**src/rtl/pc_sequencer.sv**
```systemverilog
// Multicycle fetch/execute sequencer for the RV32I core: owns the PC, fetches
// one instruction, holds it through EXEC, and commits the next PC on retire.
module pc_sequencer #(
  parameter logic [31:0] RESET_PC  = 32'h0000_0000,
  parameter logic [31:0] NOP_INSTR = 32'h0000_0013
) (
  input  logic        clk,
  input  logic        rst,
  output logic        imem_req,
  output logic [31:0] imem_addr,
  input  logic        imem_ack,
  input  logic [31:0] imem_rdata,
  output logic [31:0] instr,
  output logic        instr_valid,
  output logic [31:0] pc,
  output logic [31:0] pc_plus4,
  input  logic        NextPCSrc,
  input  logic [31:0] ALURes,
  input  logic        stall,
  output logic        retired,
  output logic [31:0] retire_count,
  output logic        misaligned,
  output logic [1:0]  dbg_state
);

  // Fetch handshake: imem_req stays high for every FETCH cycle; a cycle with
  // imem_ack high completes the fetch and imem_rdata is captured on that edge.
  typedef enum logic [1:0] {
    S_RST   = 2'd0,
    S_FETCH = 2'd1,
    S_EXEC  = 2'd2,
    S_HALT  = 2'd3
  } state_t;

  state_t      state;
  logic [31:0] target;

  // JALR clears bit 0 of every target, so the same masking serves all branches.
  assign target    = {ALURes[31:1], 1'b0};
  assign imem_addr = pc;
  assign pc_plus4  = pc + 32'd4;
  assign dbg_state = state;

  always_ff @(posedge clk or posedge rst) begin
    if (rst) begin
      state        <= S_RST;
      pc           <= RESET_PC;
      instr        <= NOP_INSTR;
      imem_req     <= 1'b0;
      instr_valid  <= 1'b0;
      retired      <= 1'b0;
      retire_count <= 32'd0;
      misaligned   <= 1'b0;
    end else begin
      retired <= 1'b0;
      case (state)
        S_RST: begin
          state    <= S_FETCH;
          imem_req <= 1'b1;
        end
        S_FETCH: begin
          if (imem_ack) begin
            state       <= S_EXEC;
            instr       <= imem_rdata;
            imem_req    <= 1'b0;
            instr_valid <= 1'b1;
          end
        end
        S_EXEC: begin
          if (!stall) begin
            retired      <= 1'b1;
            retire_count <= retire_count + 32'd1;
            instr_valid  <= 1'b0;
            if (NextPCSrc && target[1]) begin
              state      <= S_HALT;
              misaligned <= 1'b1;
            end else begin
              state    <= S_FETCH;
              imem_req <= 1'b1;
              pc       <= NextPCSrc ? target : pc_plus4;
            end
          end
        end
        S_HALT: begin
          state <= S_HALT;
        end
        default: begin
          state <= S_RST;
        end
      endcase
    end
  end

endmodule

```
**config.mk**
```make
export PLATFORM = sky130hd
export DESIGN_NAME = pc_sequencer
export DESIGN_NICKNAME = d
export VERILOG_FILES = /design/src/rtl/pc_sequencer.sv
export SDC_FILE = /design/constraint.sdc
export NUM_CORES = 1
export LEC_CHECK = 0
export CAP_MARGIN = 20
export CORE_AREA = 3 3 151 94
export DETAILED_ROUTE_END_ITERATION = 8
export DIE_AREA = 0 0 154 97
export GPL_ROUTABILITY_DRIVEN = 0
export PLACE_DENSITY = 0.84
export REMOVE_ABC_BUFFERS = 1
export SETUP_SLACK_MARGIN = 0.05
export SYNTH_ARGS = -nofsm -noshare
export SYNTH_HDL_FRONTEND = slang
export SYNTH_SLANG_ARGS = --single-unit
```
**constraint.sdc**
```tcl
create_clock -name clk -period 4.4 [get_ports clk]
set_clock_uncertainty 0.15 [all_clocks]
set_input_delay 0.66 -clock clk [delete_from_list [all_inputs] [get_ports clk]]
set_output_delay 0.66 -clock clk [all_outputs]
set_load 0.1 [all_outputs]
```
# Word-level counts from Yosys, hierarchy flattened
# Cells that the tools add are included.
[totals]
register_bits = 102
input_bits = 69
output_inout_bits = 166
word_cells = 43
[op_classes]
addsub = 2
eq_ne = 6
muxes = 14
bitwise = 2
n_reduce_logical = 11
[op_table]
columns = ["operator", "n"]
rows = [
  ["$add A32 B1 Y32 const B", 1],
  ["$add A32 B3 Y32 const B", 1],
  ["$mux W32", 1],
  ["$reduce_and A3 Y1", 3],
  ["$pmux W2 S4", 1],
  ["$mux W1", 7],
  ["$mux W2", 3],
  ["$ne A2 B2 Y1 const B", 3],
  ["$reduce_and A2 Y1", 3],
  ["$eq A2 B2 Y1 const B", 2],
  ["$reduce_and A4 Y1", 1],
  ["$pmux W1 S3", 1],
  ["$reduce_bool A3 Y1", 1],
  ["$eq A2 B1 Y1 const B", 1],
  ["$logic_not A2 Y1", 1],
  ["$not A1 Y1", 2],
  ["$pmux W1 S2", 1],
  ["$reduce_bool A2 Y1", 1],
  ["$logic_and A1 B1 Y1", 1],
]

# Longest topological paths before layout
# Gate-level depths: netlist of run 1.
[depth]
word_depth = 4
depth_mapped = 7
depth_no_buf = 6

# Worst setup path before layout of run 1
# OpenSTA, ideal clock, no wires.
[synth_path]
kind = "register -> output"
from = "register pc[2] (netlist: imem_addr[2])"
to = "output port pc_plus4[31]"
t_arrival_ps = 3859
path_slack_ps = -269
path_stages_with_launch = 7
path_buffers = 1
path_cell_list = "dfrtp_1 -> nand3_1 -> nor4_4 -> and2_0 -> buf_4 -> nand3_4 -> xnor2_1"
[synth_between]
elab_chain_len = 1
[synth_lines]
columns = ["element", "line", "source"]
rows = [
  ["start: declaration", "15", "output logic [31:0] pc,"],
  ["start signal: assignment", "80", "pc <= NextPCSrc ? target : pc_plus4;"],
  ["$add A32 B3 Y32", "41", "assign pc_plus4 = pc + 32'd4;"],
  ["end: declaration", "16", "output logic [31:0] pc_plus4,"],
]
# No other way between the ends.

# Worst setup path after layout of run 1
[layout_path]
from = "register pc[2] (netlist: imem_addr[2])"
to = "output port pc_plus4[26]"
# Same word-level chain as after synthesis.

==> results.tsv, run 1 <==
metric	value	unit
antenna_found_initial	0	
floorplan.die.height	97	um
routed_wl	16610	um
maxCapViolCount	0	
max_freq	0.2707	GHz
slowest_delay	690	ps
dp_hpwl	12520	um
status	completed	
firstDrtPassIters	8	
crit_fanout	8	
area_growth_syn_to_layout	44.97	%
most-common-layout-cells	203 x clkdlybuf4s50_1, 98 x dfrtp_1, 47 x nand2_1, 47 x xnor2_1, 37 x buf_4	
io_pins	235	
fill_cells	1048	
synth_async_sr_flop_share	1.000	
port_buffers	230	
track_usage	0.2194	
cts.sinks	101	
syn-cell-area	0.005509	mm^2
grt_overflow	0	
tightest_slew	1017	ps
finalSetupViolCount	0	
hold_viol	0	
multi_input_area	0.002559	mm^2
r2r_setup_slack	1680	ps
cts_hold_buf	0	
fin_util	0.6214	
drv_slew	0	
start_util	0.4286	
timing.final.crit_share	0.8395	
grt_pass1_vias	4911	
clkTransAtPathRegs	70	ps
route.detailed.drc	0	
cp-end-kind	primary output	
ys_types	57	
vias	4915	
ys_ff_latch	101	
hp-class	reg2reg	
nNetsFinal	797	
cts_tree	built	
die_w	154	um
cp_top_family	simple AND/OR/NAND/NOR gates	
synth_ff_type	dfrtp_1	
synth-edff-count	0	
cp.arrival	2880	ps
postSynthAreaPerCell	10.34	um^2
grt_max_degree	91	
crit_type	reg2out	
slew_headroom	0.3201	
fin_crit	3694	ps
clockRootBuffer	clkbuf_16	
cts-resized-gates	0	
cp.required	3590	ps
avgRoutedWirePerCell	18.43	um
crit_chain	ha_1, nand2_1, nor4_2, nand4_1, xnor2_1, buf_4	
clockBufferDepth	2	
vias_per_cell	5.455	
rsz0062_at_grt	no	
slowest_stage	nor4_2	
rows	32	
yosysSeqAreaShare	0.4595	
crit_buf_inv	1	
core	0.01285	mm^2
cp-start-kind	flop	
ant_nets	0	
synthCells	533	
regArea	0.002531	mm^2
grt_first_pass_wirelength	26570	um
htreeDepth	3	
clkLatencyLatePin	340	ps
cts-buffers-inserted	9	
mostFrequentLayoutCell	clkdlybuf4s50_1	
dieArea	0.01494	mm^2
cts_setup_buffers	0	
first_iter_violations	318	
synth_warnings	0	
drive_gt1_frac	0.1532	
antenna_cells	0	
cell usage after synthesis, types with 4 or more instances:
master     n  area share
clkbuf_1  15       0.010
dfrtp_1   98        0.45
inv_1     10      0.0068
nand3_1   21       0.019
a21o_1     6      0.0082
nand4_1   15       0.017
o21ai_0   26       0.024
buf_4     40       0.055
xnor2_1   47       0.075
nor3b_1    4      0.0055
o22ai_1    6      0.0068
mux2_2    32       0.065
nor3_1    13       0.012
buf_2      5      0.0045
and2_1     4      0.0045
a21oi_1   22       0.020
a41oi_1    4      0.0064
o311ai_1   5      0.0079
and3_1    13       0.015
nand2b_1   4      0.0045
nand2_1   47       0.032
xor2_1    12       0.019
nor2_1    17       0.012
and4_1     7       0.011
nor2b_1    4      0.0045
o221a_2    4      0.0082
stage by stage:
step	hold WS, ps	setup TNS [ps]	setup slack (ps)	instance area (um^2)	instances
4_1_cts	332.1	0	719.6	7959	900
2_1_floorplan	596.6	-20940	-1219	5131	474
6_report	326.4	0	706.4	7986	901
3_3_place_gp	310.9	0	1137	7656	884
3_5_place_dp	316.7	0	1043	7656	884
5_1_grt	351.9	0	522.6	7986	901
cell type report:
class / count / area share
Tap cell: 170 / 0.02663
Multi-Input combinational cell: 362 / 0.3204
Inverter: 11 / 0.005483
Sequential cell: 101 / 0.3169
Clock inverter: 6 / 0.007990
Timing Repair Buffer: 241 / 0.2927
Clock buffer: 10 / 0.02992
cell families after synthesis:
logic type                 share of synthesized area
buffers and inverters                        0.07745
xor gates and xnor gates                     0.09380
DFF                                           0.4595
adders and majority gates                   0.004542
AOI/OAI and AO/OA                             0.1156
muxes                                        0.06541
other                                      0.0006807
and+or+nand+nor                               0.1831
path summary, 6_finish.rpt:
path | startpoint | end | cells after the start
max | imem_addr[2] | pc_plus4[26] | 6
min reg2reg | retire_count[31] | retire_count[31] | 1
max reg2reg | imem_addr[2] | imem_addr[30] | 6
min in group asynchronous | rst | imem_addr[5] | 2
max in group asynchronous | rst | imem_addr[8] | 4
min | retire_count[31] | retire_count[31] | 1
per-layer routing:
metal  up-vias  GRT usage  wire (um)
li1       2253          -          -
met1      2454     0.2953       7133
met2       196     0.3660       8164
met3        12    0.05454       1186
met4         0    0.03664        125
met5         -          0          0
flip-flops by register name, indices dropped and copies added (netlist names):
register and flops:
instr 32, retire_count 32, imem_addr 31, dbg_state 2, imem_req 1, instr_valid 1
misaligned 1, retired 1
Power of run 1 is not shown: default switching activity piles up to over one toggle a cycle in this logic, so the estimate is an artifact.
==> inputs of run 2 (changes only) <==
==> constraint.sdc (replaced) <==
create_clock -name clk -period 3.4 [get_ports clk]
set_clock_uncertainty 0.15 [all_clocks]
set_input_delay 0.51 -clock clk [delete_from_list [all_inputs] [get_ports clk]]
set_output_delay 0.51 -clock clk [all_outputs]
set_load 0.1 [all_outputs]
==> results.tsv, run 2 (same netlist as run 1, synthesis figures left out) <==
metric	value	unit	change
htreeDepth	3		unchanged
hold_viol	0		unchanged
first_iter_violations	311		-2.2%
cp.required	2740	ps	-850 ps
maxCapViolCount	0		unchanged
dieArea	0.01494	mm^2	unchanged
cts-buffers-inserted	9		unchanged
cts_setup_buffers	0		unchanged
clockBufferDepth	2		unchanged
drv_slew	0		unchanged
ant_nets	0		unchanged
cp.arrival	2540	ps	-340 ps
clkTransAtPathRegs	70	ps	about the same
vias	4924		+0.18%
grt_first_pass_wirelength	26980	um	+1.5%
rsz0062_at_grt	no		
route.detailed.drc	0		unchanged
vias_per_cell	5.417		-0.70%
rows	32		unchanged
antenna_cells	0		unchanged
most-common-layout-cells	130 x buf_4, 98 x dfrtp_1, 98 x clkdlybuf4s50_1		
crit_fanout	9		+1
dp_hpwl	12770	um	+2.0%
cts.sinks	101		unchanged
clockRootBuffer	clkbuf_16		
busiest_layer	met2		
grt_overflow	0		unchanged
track_usage	0.2202		+0.0007451
mostFrequentLayoutCell	buf_4		
status	completed		
floorplan.die.height	97	um	unchanged
worst_slack	195.8	ps	-510.7 ps
core	0.01285	mm^2	unchanged
avgRoutedWirePerCell	18.33	um	-0.58%
port_buffers	230		unchanged
timing.final.crit_share	0.9424		
fin_hold_ws	330.8	ps	+4.379 ps
grt_max_degree	66		-27%
regArea	0.002531	mm^2	unchanged
cts_tree	built		
slew_headroom	0.3290		+0.008817
cp-start-kind	flop		
die_w	154	um	unchanged
crit_type	reg2out		
routed_wl	16660	um	+0.31%
tightest_slew	1003	ps	-13.18 ps
start_util	0.4286		unchanged
use_met3	0.05320		-0.001341
io_pins	235		unchanged
fill_cells	1030		-1.7%
nNetsFinal	805		+1.0%
drive_gt1_frac	0.3099		+0.1567
antenna_found_initial	0		unchanged
multi_input_area	0.002584	mm^2	+0.98%
area_growth_syn_to_layout	46.20	%	
dpl_worst_slack	335.4	ps	-707.1 ps
clkLatencyLatePin	340	ps	about the same
grt_pass1_vias	5005		+1.9%
firstDrtPassIters	5		-3
fin_crit	3204	ps	
finalSetupViolCount	0		unchanged
grtUsageMet1	0.2946		-0.0007419
max_freq	0.3121	GHz	
cp-end-kind	primary output		
grt.met2_usage	0.3710		+0.005027
hp-class	reg2reg		
cts_hold_buf	0		unchanged
## run 2: cell types whose count changed in the layout (fill, tap and decap cells not counted), moves of 2 or more
cell,delta
clkdlybuf4s50_1,-105
xnor2_1,-2
buf_4,+93
buf_12,+21
xnor2_2,+2
## run 2: routing by layer
metal,vias to the layer above,routed length (um)
li1,2268,-
met1,2444,7020
met2,201,8336
met3,11,1197
met4,0,105
met5,-,0
## run 2: final cells by class
cell class	instances	area share
Clock buffer	10	0.02967
Tap cell	170	0.02641
Timing Repair Buffer	249	0.2952
Clock inverter	6	0.008234
Inverter	11	0.005437
Multi-Input combinational cell	362	0.3208
Sequential cell	101	0.3143
## run 2: final timing paths
kind	endpoint	start	cells past startpoint	slack, ps
hold reg to reg	instr_valid	instr_valid	2	330
setup reg to reg	retire_count[31]	dbg_state[0]	6	900
hold / removal	instr_valid	instr_valid	2	330
max in group asynchronous	imem_req	rst	3	1740
setup / recovery	pc_plus4[31]	imem_addr[8]	6	200
min in group asynchronous	instr[25]	rst	2	560
## run 2: critical path, cell delays in order (launching register included)
cell	delay, ps
dfrtp_1	570
nand3_4	200
nor4_4	370
and2_1	440
nand3_4	120
xnor2_1	280
buf_12	220
## run 2: stage by stage
stage               cells  TNS [ps]  utilization  area [um^2]
floorplan             474    -51030            -         5131
global placement      893         0       0.6010         7724
detailed placement    893         0       0.6010         7724
CTS                   909         0       0.6249         8031
global route          909         0       0.6267         8054
finish                909         0       0.6267         8054
## run 2: timing repair
action	4_1_cts	5_1_grt
pin swaps	0	0
endpoints found under the hold margin	0	0
setup endpoints to repair	4	3
resized for setup	2	4
Power of run 2 is left out for the same reason.
==> inputs of run 3 (changes only) <==
--- a/config.mk
+++ b/config.mk
@@ -10,7 +10,7 @@
 export DETAILED_ROUTE_END_ITERATION = 8
 export DIE_AREA = 0 0 154 97
 export GPL_ROUTABILITY_DRIVEN = 0
-export PLACE_DENSITY = 0.84
+export PLACE_DENSITY = 0.8
 export REMOVE_ABC_BUFFERS = 1
 export SETUP_SLACK_MARGIN = 0.05
 export SYNTH_ARGS = -nofsm -noshare
==> results.tsv, run 3 (same netlist as run 1, synthesis figures left out) <==
metric	value	unit	change
status	completed		
ant_nets	0		unchanged
maxCapViolCount	0		unchanged
cp.arrival	2540	ps	about the same
area_growth_syn_to_layout	45.67	%	
fin_crit	3203	ps	-0.9470 ps
cp-start-kind	flop		
cts.sinks	101		unchanged
track_usage	0.2223		+0.002125
rows	32		unchanged
dieArea	0.01494	mm^2	unchanged
port_buffers	230		unchanged
timing.final.crit_share	0.9421		about the same
cts-buffers-inserted	9		unchanged
clkTransAtPathRegs	70	ps	about the same
hp-class	reg2reg		
hold_viol	0		unchanged
worstHoldEndpoint	instr_valid		
slew_headroom	0.3369		+0.007991
first_iter_violations	310		-0.32%
mostFrequentLayoutCell	buf_4		
reg2reg_depth	7		+1
routed_wl	17150	um	+3.0%
dp_hpwl	13160	um	+3.1%
clockBufferDepth	2		unchanged
tightest_slew	991.5	ps	-11.95 ps
htreeDepth	3		unchanged
crit_fanout	6		-3
clkLatencyLatePin	340	ps	about the same
core	0.01285	mm^2	unchanged
antenna_found_initial	0		unchanged
most-common-layout-cells	129 x buf_4, 98 x clkdlybuf4s50_1, 97 x dfrtp_1		
fin_util	0.6244		-0.002239
hp-start	instr_valid		
rsz0062_at_grt	no		
max_freq	0.3122	GHz	about the same
start_util	0.4286		unchanged
cp.required	2740	ps	about the same
io_pins	235		unchanged
avgRoutedWirePerCell	18.89	um	+3.1%
clockRootBuffer	clkbuf_16		
cp-end-kind	primary output		
hold_depth	2		unchanged
grt_first_pass_wirelength	27220	um	+0.89%
route.detailed.drc	0		unchanged
firstDrtPassIters	5		unchanged
grt_max_degree	53		-20%
antenna_cells	0		unchanged
grt_overflow	0		unchanged
vias	4990		+1.3%
worst_r2r_endpoint	imem_addr[31]		
floorplan.die.height	97	um	unchanged
finalSetupViolCount	0		unchanged
cts_hold_buf	0		unchanged
drive_gt1_frac	0.3103		+0.0004199
r2r_setup_slack	1020	ps	+120 ps
r2r_start	dbg_state[0]		
grt_pass1_vias	4998		-0.14%
nNetsFinal	804		-0.12%
vias_per_cell	5.496		+1.5%
die_w	154	um	unchanged
cts_tree	built		
crit_type	reg2out		
drv_slew	0		unchanged
-- run 3: cell types whose count changed in the layout (fill, tap and decap cells not counted), sizes merged --
| cell | change |
|---|---|
| buf | -1 |
| clkinvlp | +1 |
| inv | -1 |
-- run 3: worst max-delay path by stage --
stage	startpoint	to	cells past startpoint	slack (ps)
final	imem_addr[3]	pc_plus4[22]	7	200
after global placement	imem_addr[5]	pc_plus4[27]	6	500
after CTS	imem_addr[3]	pc_plus4[22]	7	50
after detailed placement	imem_addr[5]	pc_plus4[31]	6	390
after floorplan	imem_addr[2]	pc_plus4[31]	5	-2070
after global routing	imem_addr[3]	pc_plus4[22]	7	70
-- run 3: area by class of cell --
class                           instances  area, um^2
Clock buffer                           10       239.0
Clock inverter                          6       55.05
Fill cell                            1036        4827
Inverter                               11       43.79
Multi-Input combinational cell        362        2572
Sequential cell                       101        2532
Tap cell                              170       212.7
Timing Repair Buffer                  248        2370
-- run 3: per-layer routing --
metal | up-vias | part of all wire | global-route usage
met5 | - | 0 | 0
met1 | 2465 | 0.42 | 0.3022
met3 | 21 | 0.082 | 0.05096
met4 | 0 | 0.014 | 0.05156
li1 | 2262 | - | -
met2 | 242 | 0.49 | 0.3629
-- run 3: timing repair --
| item | in CTS | in global routing |
|---|---|---|
| setup buffers | 0 | 0 |
| resized for setup | 1 | 5 |
| setup endpoints to repair | 4 | 9 |
| pin swaps | 0 | 0 |
-- run 3: metrics by stage --
stage / cell area, um^2 / hold WS (ps) / setup TNS, ps / std cells / setup slack [ps]
2_1_floorplan: 5131 / 446.6 / -51030 / 474 / -2069
3_3_place_gp: 7716 / 310.6 / 0 / 892 / 496.3
3_5_place_dp: 7716 / 321.2 / 0 / 892 / 388.4
4_1_cts: 8010 / 339.2 / 0 / 908 / 52.12
5_1_grt: 8025 / 363.4 / 0 / 908 / 65.46
6_report: 8025 / 331.7 / 0 / 908 / 196.7
-- run 3: critical path, stage by stage, from the launching register on --
cell and delay (ps):
dfrtp_1 480, ha_2 310, nand2_1 200, nor2_2 320
and3_1 280, nand2_1 110, xnor2_1 290, buf_12 220
Power of run 3 is left out for the same reason.
